**config.mk**
```make
export PLATFORM = sky130hd
export DESIGN_NAME = atm_account_core
export DESIGN_NICKNAME = d
export VERILOG_FILES = /design/src/rtl/atm_account_core.sv
export SDC_FILE = /design/constraint.sdc
export NUM_CORES = 1
export LEC_CHECK = 0
export BUFFER_PORTS_ARGS = -buffer_cell sky130_fd_sc_hd__buf_2
export CORE_MARGIN = 3
export CORE_UTILIZATION = 47
export CTS_CLUSTER_DIAMETER = 100
export DETAILED_ROUTE_END_ITERATION = 10
export PLACE_DENSITY = 0.67
export SLEW_MARGIN = 20
export SYNTH_ARGS = -nofsm -noshare
export SYNTH_HDL_FRONTEND = slang
export SYNTH_SLANG_ARGS = --single-unit
```
**constraint.sdc**
```tcl
create_clock -name clk -period 11.05 [get_ports clk]
set_input_delay 1.6575 -clock clk [delete_from_list [all_inputs] [get_ports clk]]
set_output_delay 1.6575 -clock clk [all_outputs]
set_load 0.02 [all_outputs]
```
**src/rtl/atm_account_core.sv**
```systemverilog
// Account database and transaction engine for the ATM controller.
// Combinational lookup and authentication; one registered transaction per op_valid strobe.
module atm_account_core #(
  parameter int NUM_ACCOUNTS = 10,
  parameter int DW           = 14
) (
  input  logic          clk,
  input  logic          rst,
  input  logic          op_valid,
  input  logic [2:0]    operation,
  input  logic [3:0]    acc_num,
  input  logic [DW-1:0] pin,
  input  logic [DW-1:0] new_pin,
  input  logic [DW-1:0] amount,
  output logic [3:0]    acc_index,
  output logic          acc_found,
  output logic          acc_auth,
  output logic [DW-1:0] balance,
  output logic          success,
  output logic          done
);

  typedef enum logic [2:0] {
    OP_BALANCE    = 3'd3,
    OP_WITHDRAW   = 3'd4,
    OP_DEPOSIT    = 3'd5,
    OP_CHANGE_PIN = 3'd6
  } op_e;

  localparam logic [DW-1:0] PIN_MAX = DW'(9999);
  localparam logic [DW:0]   BAL_MAX = {1'b0, {DW{1'b1}}};

  logic [DW-1:0] pin_mem [NUM_ACCOUNTS];
  logic [DW-1:0] bal_mem [NUM_ACCOUNTS];

  logic [DW-1:0] cur_pin;
  logic [DW-1:0] cur_bal;
  logic [DW:0]   sum;
  logic [DW-1:0] new_bal;
  logic          wr_bal;
  logic          wr_pin;
  logic          nxt_success;
  logic [DW-1:0] nxt_balance;

  // Account numbers are fixed at index+1, so they need no storage.
  always_comb begin
    acc_index = '1;
    acc_found = 1'b0;
    cur_pin   = '0;
    cur_bal   = '0;
    for (int unsigned i = 0; i < NUM_ACCOUNTS; i++) begin
      if (acc_num == 4'(i + 1)) begin
        acc_index = 4'(i);
        acc_found = 1'b1;
        cur_pin   = pin_mem[i];
        cur_bal   = bal_mem[i];
      end
    end
    acc_auth = acc_found && (pin == cur_pin);
  end

  always_comb begin
    sum         = {1'b0, cur_bal} + {1'b0, amount};
    new_bal     = cur_bal;
    wr_bal      = 1'b0;
    wr_pin      = 1'b0;
    nxt_success = 1'b0;
    nxt_balance = '0;
    if (acc_auth) begin
      nxt_balance = cur_bal;
      case (op_e'(operation))
        OP_BALANCE: nxt_success = 1'b1;
        OP_WITHDRAW: begin
          if (amount <= cur_bal) begin
            new_bal     = cur_bal - amount;
            nxt_balance = new_bal;
            wr_bal      = 1'b1;
            nxt_success = 1'b1;
          end
        end
        OP_DEPOSIT: begin
          if (sum <= BAL_MAX) begin
            new_bal     = sum[DW-1:0];
            nxt_balance = new_bal;
            wr_bal      = 1'b1;
            nxt_success = 1'b1;
          end
        end
        OP_CHANGE_PIN: begin
          if (new_pin <= PIN_MAX) begin
            wr_pin      = 1'b1;
            nxt_success = 1'b1;
          end
        end
        default: nxt_success = 1'b0;
      endcase
    end
  end

  always_ff @(posedge clk or negedge rst) begin
    if (!rst) begin
      for (int unsigned i = 0; i < NUM_ACCOUNTS; i++) begin
        pin_mem[i] <= DW'(1000 + i);
        bal_mem[i] <= DW'(500 * (i + 1));
      end
      balance <= '0;
      success <= 1'b0;
      done    <= 1'b0;
    end else begin
      done <= op_valid;
      if (op_valid) begin
        balance <= nxt_balance;
        success <= nxt_success;
        for (int unsigned i = 0; i < NUM_ACCOUNTS; i++) begin
          if (acc_index == 4'(i)) begin
            if (wr_bal) bal_mem[i] <= new_bal;
            if (wr_pin) pin_mem[i] <= new_pin;
          end
        end
      end
    end
  end

endmodule

```
[Word-level counts from Yosys, hierarchy flattened]
Index checks and enable logic that the tools add are counted.
Cells by class
  magnitude comparators: 3
  muxes and demuxes: 54
  reductions and logical operators: 22
  $add $sub $neg: 2
  equal/unequal tests: 24
Operator list (number)
  two-way mux 14 bit: 24
  AND reduction 3 bit: 20
  two-way mux 4 bit: 10
  equality test 4 x 3 -> 1 bit (second input constant): 8
  one-hot mux 14 bit (2 select lines): 1
  equality test 4 bit (second input constant): 5
  two-way mux 1 bit: 17
  equality test 4 x 2 -> 1 bit (second input constant): 4
  adder 14 x 14 -> 15 bit: 1
  less-or-equal comparator 15 x 14 -> 1 bit (second input constant): 1
  equality test 14 bit: 1
  less-or-equal comparator 14 bit: 1
  less-or-equal comparator 14 bit (second input constant): 1
  subtractor 14 bit: 1
  equality test 3 bit (second input constant): 3
  equality test 4 x 1 -> 1 bit (second input constant): 2
  zero test 4 bit: 1
  one-hot mux 1 bit (4 select lines): 1
  equality test 3 x 2 -> 1 bit (second input constant): 1
  one-hot mux 1 bit (2 select lines): 1
  logical AND 1 bit: 1
Storage, ports and cells
  output and inout bits: 22
  bits of input ports: 52
  logic and storage cells: 128
  register bits after elaboration: 296

[Longest topological paths before layout]
Gate-level depths: netlist of the first run.
  depth in word-level cells: 17
  mapped depth: 25
  gate-level depth less buffers: 17

[Worst setup path after synthesis of the first run]
No wires, ideal clock.
  path kind: input to register
  start point: in acc_num[0]
  end point: reg bal_mem[116] (netlist bit)
  library setup time: 125 ps
  data required time: 10925 ps
  setup slack: 3729 ps
  stages on the path: 25
  path buffers: 10
  arrival: 7196 ps
  cell sequence: buf_2 > buf_2 > buf_2 > buf_1 > buf_1 > buf_1 > clkbuf_1 > o21a_1 > a21oi_1 > o21ai_0 > a31oi_1 > o21ai_0 > ha_1 > clkbuf_1 > or3b_2 > a21oi_1 > nor2_1 > a211oi_1 > o21ai_1 > nand2_1 > nand2_1 > buf_1 > nand4_1 > clkbuf_1 > mux2_2
On the way
  cells in the longest elaborated chain, start to end: 17
  elaborated cells on any way between the ends: 66
RTL lines
  start: declaration: line 11  | input logic [3:0] acc_num,
  equality test 4 x 1 -> 1 bit: line 52  | if (acc_num == 4'(i + 1)) begin
  two-way mux 14 bit (10 in series): line 52
  adder 14 x 14 -> 15 bit: line 63  | sum = {1'b0, cur_bal} + {1'b0, amount};
  less-or-equal comparator 15 x 14 -> 1 bit: line 82  | if (sum <= BAL_MAX) begin
  two-way mux 1 bit: line 82
  one-hot mux 1 bit (2 select lines): line 71  | case (op_e'(operation))
  two-way mux 1 bit: line 69  | if (acc_auth) begin
  AND reduction 3 bit (no line)
  end signal: indexed assignment: line 104  | bal_mem[i] <= DW'(500 * (i + 1));
  end signal: indexed assignment: line 116  | if (wr_bal) bal_mem[i] <= new_bal;
  end: declaration: line 34  | logic [DW-1:0] bal_mem [NUM_ACCOUNTS];
Parallel ways exist; a longest one is shown, timed or not.
A chain may end at the register's enable or synchronous reset.

[Final worst setup path of the first run]
  start point: in acc_num[0]
  end point: reg bal_mem[73] (netlist bit)
Same word-level chain as after synthesis.

==> results.md, run 1 <==
- Status: finished, final reports clean
- Vias in the first global route: 11800
- Total grt overflow: 0
- Synth Flop Type: dfrtp_1
- Starting Density: 48.3%
- Core area: 33000 µm²
- CTS tree: built
- Pwr/cell area: 137 nW/µm²
- CTS Buf Count: 34
- DR pass1 iterations: 5
- Nets@finish: 1499
- Final Wtd Congestion: 0.927
- Hold crit path type: register to register
- # rows: 66
- Number of I/O pins: 74
- Routed wire per std cell: 24.7 µm
- Synth Instances: 1388
- Final setup fails: 0
- Post-CTS setup buffers: 0
- Crit path time final: 7.91 ns
- DRC: 0
- EDFF count, synth: 0
- Clock transition at the registers of the reported paths: 0.06 ns
- Fin. Hold Viols: 0
- Initial DRC count: 1140
- Port Buffer Count: 73
- Period utilization: 71.5%
- Seq cells post-synth: 296
- Top cells by area, synth: dfrtp_1 (26%), dfstp_2 (22%), mux2_1 (12%)
- Die width: 190 µm
- Synth top area share: 25.6%
- Async SR Flop Fraction: 100%
- Clk buf depth: 3
- Post-CTS sizing: 0
- Actual slew at the worst max-slew pin: 1.09 ns
- Hold buffer count at CTS: 0
- H-Tree Depth: 2
- Antenna Nets Post-Route: 0
- Total track usage: 25.5%
- Fmax achieved: 127 MHz
- Post-synthesis instance area: 16000 µm²
- Area grow syn2layout: 11.5%
- CP max FO: 40
- Final Skew: 0.0192 ns
- Final wirelength: 46.6 mm
- Layout cell share with drive strength beyond 1: 32.1%
- Crit Path Category: input port to register
- Post-detail-place hpwl: 30.9 mm
- CP endpoint kind: register
- Fin util: 53.8%
- Synth area leader: dfrtp_1
- Post-DR vias/cell: 6.30
- Required time of the critical path: 11.43 ns
- Routed vias: 11900
- Initial antenna violation count: 2
- Register area share after synthesis: 47.5%
- Die Y: 190 µm
- Setup tns final: 0 ns
- CP arrival: 8.29 ns
- Root Driver: clkbuf_16
- Post-Syn Nets: 1473
- Max-slew violations: 0
- First-pass GRT wire length: 71.6 mm
- Worst skew pair latency: 0.51 ns
- Leak Pwr: 0.00837 µW
- # fillers: 2927
- Die ar.: 36200 µm²
- Yosys Warn Count: 0
- Pin count of the biggest net entering global routing: 141
- Yosys cell types: 75
- Maxcap violations: 0
- Rel. slew slack: 27.1%
- RSZ-0062 raised after global routing: no
- Critical Path Start Type: input port
- Syn avg cell area: 11.5 µm²
- Max IR drop VDD: 0.0867 mV
- CTS Sinks: 296
-- placed cells by master (no fill, tap or decap), types with 18 or more instances in the layout --
cell type,count
clkbuf_16,35
nand4_1,18
nor2b_1,18
nor2_1,58
mux2_2,142
ha_1,31
dfstp_2,133
nand2_1,64
buf_4,28
a21oi_1,58
buf_2,70
o221ai_1,22
dfrtp_1,163
o21ai_0,63
inv_1,37
mux2_1,170
-- routing by layer --
metal  track usage, %  vias to the layer above  routed length (µm)
met5                0                        -                   0
met4             6.75                        0                1150
met3             3.40                       82                3210
met2             39.9                      482               21200
met1             37.5                     6111               21100
li1                 -                     5203                   -
-- worst paths after layout --
check,start,endpoint,slack (ns),depth (start not counted)
worst min register to register,pin_mem[41],pin_mem[41],0.48,1
worst min-delay path,pin_mem[41],pin_mem[41],0.48,1
worst max register to register,bal_mem[120],bal_mem[73],5.19,14
worst max-delay path,acc_num[0],bal_mem[73],3.14,18
max in group asynchronous,rst,bal_mem[29],8.14,3
min in group asynchronous,rst,balance[7],1.04,1
-- report_power, final --
group | internal, µW | switching (µW)
Combinational | 64.9 | 168
Sequential | 1090 | 0.486
Clock | 662 | 449
Total | 1810 | 618
-- cells in the mapped netlist (all sizes together), types with 4 or more instances --
| library cell | number |
|---|---|
| a211oi | 6 |
| a21o | 10 |
| a21oi | 58 |
| a221o | 8 |
| a221oi | 16 |
| a22oi | 17 |
| a31o | 6 |
| a31oi | 18 |
| and2 | 4 |
| and3 | 5 |
| buf | 50 |
| clkbuf | 63 |
| dfrtp | 163 |
| dfstp | 133 |
| ha | 31 |
| inv | 37 |
| mux2 | 312 |
| mux2i | 17 |
| nand2 | 64 |
| nand2b | 8 |
| nand3 | 14 |
| nand3b | 4 |
| nand4 | 24 |
| nand4b | 4 |
| nor2 | 59 |
| nor2b | 19 |
| nor3 | 15 |
| nor3b | 4 |
| nor4 | 7 |
| o2111ai | 4 |
| o211a | 4 |
| o211ai | 9 |
| o21a | 4 |
| o21ai | 67 |
| o21bai | 5 |
| o221ai | 22 |
| o22ai | 15 |
| o2bb2ai | 6 |
| o32ai | 7 |
| or2 | 10 |
| or3 | 6 |
| xor2 | 5 |
-- through the flow --
stage / instances / instance area, µm² / hold slack, ns / total power (µW) / setup slack [ns]
finish: 1884 / 17800 / 0.483 / 2430 / 3.14
global route: 1883 / 17800 / 0.501 / 2500 / 2.76
CTS: 1878 / 17700 / 0.487 / 2440 / 3.31
detailed placement: 1817 / 16600 / 0.474 / 1330 / 2.81
global placement: 1816 / 16600 / 0.465 / 1330 / 2.79
floorplan: 1388 / 16000 / 0.455 / 1230 / 3.73
-- registers in the layout, indices dropped and copies added, names as in the netlist --
signal	cells
bal_mem	140
balance	14
done	1
pin_mem	140
success	1
-- logic make-up after synthesis --
logic type,share of synthesized area (%)
compound gates,13.4
xor+xnor,0.384
fa+ha+maj,2.68
buf+inv,3.85
flops,47.5
mux,23.5
simple gates,8.72
-- critical path, cell delays in order --
cell      delay, ns
buf_4          0.39
buf_4          0.52
nor2b_1        0.23
buf_4          0.31
a22oi_1        0.14
o21ai_0        0.39
o211ai_1       0.18
a21oi_1        0.55
ha_1           0.40
nand2b_1       0.15
a21oi_1        0.11
nor4_1         0.35
a211oi_1       0.13
o21ai_1        0.51
nand2_1        0.23
nand2_1        0.43
nand4_1        0.89
mux2_1         0.64
-- final cells by class --
cell class,count,area (µm²),share of cell area (%)
antenna,3,7.51,0.0422
clock buffer,53,1020,5.75
clock inverter,8,75.1,0.422
inverter,37,139,0.781
multi-input combinational,942,7780,43.7
sequential,296,7570,42.6
tap,442,553,3.11
timing repair buffer,103,637,3.58
Note: power is estimated with default switching activity, not from simulation.
==> run 2: changes to the inputs <==
--- a/config.mk
+++ b/config.mk
@@ -10,7 +10,7 @@
 export CORE_UTILIZATION = 47
 export CTS_CLUSTER_DIAMETER = 100
 export DETAILED_ROUTE_END_ITERATION = 10
-export PLACE_DENSITY = 0.67
+export PLACE_DENSITY = 0.69
 export SLEW_MARGIN = 20
 export SYNTH_ARGS = -nofsm -noshare
 export SYNTH_HDL_FRONTEND = slang
==> constraint.sdc (replaced) <==
create_clock -name clk -period 7.2 [get_ports clk]
set_input_delay 1.08 -clock clk [delete_from_list [all_inputs] [get_ports clk]]
set_output_delay 1.08 -clock clk [all_outputs]
set_load 0.02 [all_outputs]
==> results.md, run 2 (same netlist as run 1, synthesis figures left out) <==
- Max layer used: met5
- Crit path time final: 6.07 ns
- DR pass1 iterations: 5 (unchanged)
- Sw frac: 25.1% (-0.26 points)
- Finished Cell Area: 18200 µm² (+2.5%)
- Total track usage: 26.4% (+0.98 points)
- Number of I/O pins: 74 (unchanged)
- Nets@finish: 1546 (+3.1%)
- CTS Sinks: 296 (unchanged)
- Cell-internal power: 2890 µW (+60%)
- Regs by FF count: bal_mem x140, pin_mem x140, balance x14
- Crit Path Category: input port to register
- Rel. slew slack: 27.5% (+0.37 points)
- Setup tns final: 0 ns (unchanged)
- Root Driver: clkbuf_16
- Core area: 33000 µm² (unchanged)
- Commonest non-fill, non-tap cell in the layout: mux2_1
- Combinational Power Share: 9.6% (about the same)
- CP max FO: 42 (+5.0%)
- Most frequent cells in the layout: mux2_1 (170), dfrtp_1 (163), mux2_2 (142), dfstp_2 (133), buf_4 (75)
- Antenna Nets Post-Route: 0 (unchanged)
- Die Y: 190 µm (unchanged)
- CP cell instances: buf_4 -> nor2b_1 -> buf_4 -> a221oi_1 -> o32ai_1 -> ha_1 -> or4_1 -> a21oi_1 -> nor2_1 -> a211oi_1 -> o21ai_1 -> and2_1 -> a221oi_1 -> o21ai_0 -> mux2_1
- DRC: 0 (unchanged)
- Post-CTS setup buffers: 0 (unchanged)
- CP endpoint kind: register
- Hold crit path type: register to register
- Required time of the critical path: 7.60 ns (-3.83 ns)
- # rows: 66 (unchanged)
- Final Skew: 0.0380 ns (+0.0188 ns)
- Metal3 WL: 3.32 mm (+3.4%)
- Die width: 190 µm (unchanged)
- Initial antenna violation count: 1 (-1)
- WHS: 0.484 ns (+0.000811 ns)
- Fin. Hold Viols: 0 (unchanged)
- Post-CTS sizing: 0 (unchanged)
- Initial DRC count: 1204 (+5.6%)
- CTS tree: built
- Worst skew pair latency: 0.53 ns (+0.02 ns)
- NetSw: 972 µW (+57%)
- Clock power frac: 47.2% (+1.5 points)
- RSZ-0062 raised after global routing: no
- CTS Buf Count: 34 (unchanged)
- Final Wtd Congestion: 0.900 (-2.9%)
- Pin count of the biggest net entering global routing: 137 (-2.8%)
- Post-DR vias/cell: 6.20 (-1.6%)
- Die ar.: 36200 µm² (unchanged)
- Actual slew at the worst max-slew pin: 1.08 ns (-0.0137 ns)
- Port Buffer Count: 73 (unchanged)
- Clock transition at the registers of the reported paths: 0.06 ns (about the same)
- Fin util: 55.2% (+1.4 points)
- Buf+Inv Stages, Crit Path: 2 (-1)
- Final setup fails: 0 (unchanged)
- Fmax achieved: 165 MHz
- Starting Density: 48.3% (unchanged)
- Area after DPL: 17100 µm² (+2.6%)
- Status: finished, final reports clean
- Flop pwr share: 43.2% (-1.5 points)
- Layout cell share with drive strength beyond 1: 34.5% (+2.4 points)
- Total grt overflow: 0 (unchanged)
- First-pass GRT wire length: 74.2 mm (+3.6%)
- ANT cells: 0 (-3)
- M1 WL: 21.9 mm (+4.0%)
- Clk buf depth: 3 (unchanged)
- CP arrival: 6.47 ns (-1.82 ns)
- Period utilization: 84.3%
- Final worst setup slack: 1.13 ns (-2.01 ns)
- Post-detail-place hpwl: 31.8 mm (+2.8%)
- H-Tree Depth: 2 (unchanged)
- Max IR drop VDD: 0.133 mV (+53%)
- CP peak stage delay: 0.88 ns (about the same)
- Hold buffer count at CTS: 0 (unchanged)
- Leak Pwr: 0.00864 µW (+3.3%)
- Routed vias: 12000 (+0.71%)
- Pwr/cell area: 212 nW/µm² (+55%)
- Max-slew violations: 0 (unchanged)
- CP max-delay cell: o32ai_1
- Vias in the first global route: 12300 (+4.3%)
- Final wirelength: 47.7 mm (+2.4%)
- CP delay by family, top: compound AO/OA/AOI/OAI gates
- Maxcap violations: 0 (unchanged)
- Critical Path Start Type: input port
- Area grow syn2layout: 14.3%
- Pre-CTS setup slack: 0.741 ns (-2.07 ns)
- Routed wire per std cell: 24.7 µm (about the same)
- Met2 wire len: 21.2 mm (unchanged)
run 2: changes by cell type in the layout (fill, tap and decap cells not counted), moves of 2 or more:
cell / change
buf_4: +47
buf_12: +4
bufinv_16: +3
clkbuf_1: -3
diode_2: -3
clkinv_2: +2
run 2: through the flow:
step           cells  total power (µW)
2_1_floorplan   1388              1890
3_3_place_gp    1867              2060
3_5_place_dp    1867              2060
4_1_cts         1929              3890
5_1_grt         1929              3990
6_report        1929              3870
run 2: worst paths after layout:
kind,depth (start not counted),end,slack [ns],start
max,15,bal_mem[48],1.13,acc_num[0]
min,1,pin_mem[136],0.48,pin_mem[136]
max reg2reg,15,bal_mem[118],2.03,bal_mem[108]
min reg2reg,1,pin_mem[136],0.48,pin_mem[136]
max in group asynchronous,2,bal_mem[89],5.36,rst
min in group asynchronous,1,bal_mem[83],0.59,rst
run 2: cell type report:
class	instances	area [µm²]
tap	442	553
multi-input combinational	942	7780
clock buffer	49	998
inverter	37	139
clock inverter	13	188
fill	2822	14800
sequential	296	7570
timing repair buffer	150	1010
run 2: routing by layer:
layer	vias up	track usage, %
li1	5294	-
met1	6107	39.1
met5	-	0
met2	474	39.8
met4	2	8.83
met3	85	4.19
run 2: power groups by stage:
stage / Combinational, µW / Clock, µW / Sequential [µW]
2_1_floorplan: 194 / 0 / 1700
3_3_place_gp: 362 / 0 / 1700
3_5_place_dp: 363 / 0 / 1700
4_1_cts: 365 / 1860 / 1670
5_1_grt: 401 / 1920 / 1670
6_report: 370 / 1830 / 1670
==> run 3: changes to the inputs <==
==> constraint.sdc (replaced) <==
create_clock -name clk -period 5.45 [get_ports clk]
set_input_delay 0.8175 -clock clk [delete_from_list [all_inputs] [get_ports clk]]
set_output_delay 0.8175 -clock clk [all_outputs]
set_load 0.02 [all_outputs]
==> results.md, run 3 (same netlist as run 1, synthesis figures left out) <==
- Critical Path Start Type: input port
- Register area: 7570 µm² (unchanged)
- Worst skew pair latency: 0.57 ns (+0.04 ns)
- Final wirelength: 46.2 mm (-3.1%)
- CP arrival: 5.56 ns (-0.91 ns)
- Pin count of the biggest net entering global routing: 146 (+6.6%)
- Required time of the critical path: 5.90 ns (-1.70 ns)
- Post-CTS sizing: 0 (unchanged)
- Hold buffer count at CTS: 0 (unchanged)
- Area grow syn2layout: 16.5%
- # rows: 66 (unchanged)
- Antenna Nets Post-Route: 0 (unchanged)
- Leak Pwr: 0.00884 µW (+2.3%)
- Crit Path Category: input port to register
- DR pass1 iterations: 7 (+2)
- Final Skew: 0.0195 ns (-0.0184 ns)
- Max IR drop VDD: 0.246 mV (+85%)
- Crit path time final: 5.12 ns
- Die ar.: 36200 µm² (unchanged)
- Period utilization: 93.9%
- Post-CTS setup buffers: 0 (unchanged)
- Initial antenna violation count: 1 (unchanged)
- Pwr/cell area: 260 nW/µm² (+23%)
- Max-slew violations: 0 (unchanged)
- CTS tree: built
- Maxcap violations: 0 (unchanged)
- Total track usage: 25.3% (-1.1 points)
- Layout cell share with drive strength beyond 1: 36.4% (+1.9 points)
- RR Startpoint: bal_mem[91]
- Nets@finish: 1586 (+2.6%)
- Commonest non-fill, non-tap cell in the layout: mux2_1
- Routed wire per std cell: 23.5 µm (-5.0%)
- Die Y: 190 µm (unchanged)
- CP max FO: 27 (-36%)
- Most frequent cells in the layout: mux2_1 (170), dfrtp_1 (163), mux2_2 (142), dfstp_2 (133), buf_4 (103)
- DRC: 0 (unchanged)
- RSZ-0062 raised after global routing: no
- Post-DR vias/cell: 6.14 (-1.1%)
- CTS Buf Count: 31 (-8.8%)
- Routed vias: 12100 (+0.94%)
- Starting Density: 48.3% (unchanged)
- Total chip power: 4830 µW (+25%)
- Total grt overflow: 0 (unchanged)
- Fin. Hold Viols: 0 (unchanged)
- ANT cells: 0 (unchanged)
- Clk buf depth: 3 (unchanged)
- CP Launch Point: acc_num[1]
- Final setup fails: 0 (unchanged)
- Number of I/O pins: 74 (unchanged)
- Actual slew at the worst max-slew pin: 0.932 ns (-0.145 ns)
- Post-detail-place hpwl: 31.5 mm (-0.91%)
- Setup tns final: 0 ns (unchanged)
- CP endpoint kind: register
- Regs by FF count: bal_mem x140, pin_mem x140, balance x14
- Core area: 33000 µm² (unchanged)
- Vias in the first global route: 12100 (-1.3%)
- Rel. slew slack: 37.9% (+10 points)
- Hold crit path type: input port to asynchronous set/reset pin
- Clock transition at the registers of the reported paths: 0.06 ns (about the same)
- H-Tree Depth: 1 (-1)
- Die width: 190 µm (unchanged)
- Final Wtd Congestion: 0.899 (-0.16%)
- # fillers: 2784 (-1.3%)
- Fmax achieved: 195 MHz
- R2R setup slack: 0.89 ns (-1.14 ns)
- First-pass GRT wire length: 71.7 mm (-3.4%)
- Fin util: 56.3% (+1.1 points)
- Initial DRC count: 1085 (-9.9%)
- Root Driver: clkbuf_16
- Status: finished, final reports clean
- Multi-input combinational cell area: 7780 µm² (unchanged)
- CTS Sinks: 296 (unchanged)
- Port Buffer Count: 73 (unchanged)
## run 3: final cells by class
class	count	area share (%)
Inverter	37	0.747
Sequential cell	296	40.8
Timing Repair Buffer	193	8.17
Clock inverter	13	0.566
Clock buffer	45	4.94
Tap cell	442	2.98
Multi-Input combinational cell	942	41.8
## run 3: final timing paths
| path | depth (start not counted) | end |
|---|---|---|
| worst min register to register | 1 | pin_mem[41] |
| max in group asynchronous | 2 | pin_mem[2] |
| worst max register to register | 15 | bal_mem[85] |
| worst min-delay path | 1 | balance[7] |
| min in group clk | 1 | pin_mem[41] |
| worst max-delay path | 20 | bal_mem[85] |
## run 3: metrics by stage
step	instances	worst slack, ns	hold slack, ns	cell area (µm²)
5_1_grt	1968	0.0880	0.362	18600
2_1_floorplan	1388	0.0131	0.455	16000
6_report	1968	0.332	0.282	18600
4_1_cts	1968	0.454	0.353	18600
3_3_place_gp	1910	-0.0787	0.467	17600
3_5_place_dp	1910	-0.112	0.474	17600
## run 3: routing by layer
metal	global-route usage, %	share of wire (%)	vias up
met5	0	0.028	-
met4	6.29	2.1	2
met3	4.30	6.9	78
met2	40.2	46	422
met1	36.3	45	6180
li1	-	-	5393
## run 3: where the power goes
group / leakage [µW] / switching [µW] / internal [µW] / total [µW]
Sequential: 0.00364 / 1.20 / 2210 / 2210
Clock: 0.000517 / 881 / 1210 / 2100
Combinational: 0.00468 / 346 / 179 / 525
## run 3: worst max-delay path, stage by stage
cell	delay [ns]
buf_4	0.22
buf_12	0.22
nor2b_2	0.51
buf_4	0.29
nand2_1	0.06
o21ai_0	0.08
nand2_1	0.08
o21ai_1	0.24
ha_1	0.42
or3b_2	0.54
a21oi_1	0.19
nor2_1	0.09
a211oi_1	0.29
o21ai_2	0.12
nand2_1	0.11
nand2_1	0.32
buf_4	0.29
nand4_2	0.09
buf_4	0.19
mux2_2	0.35
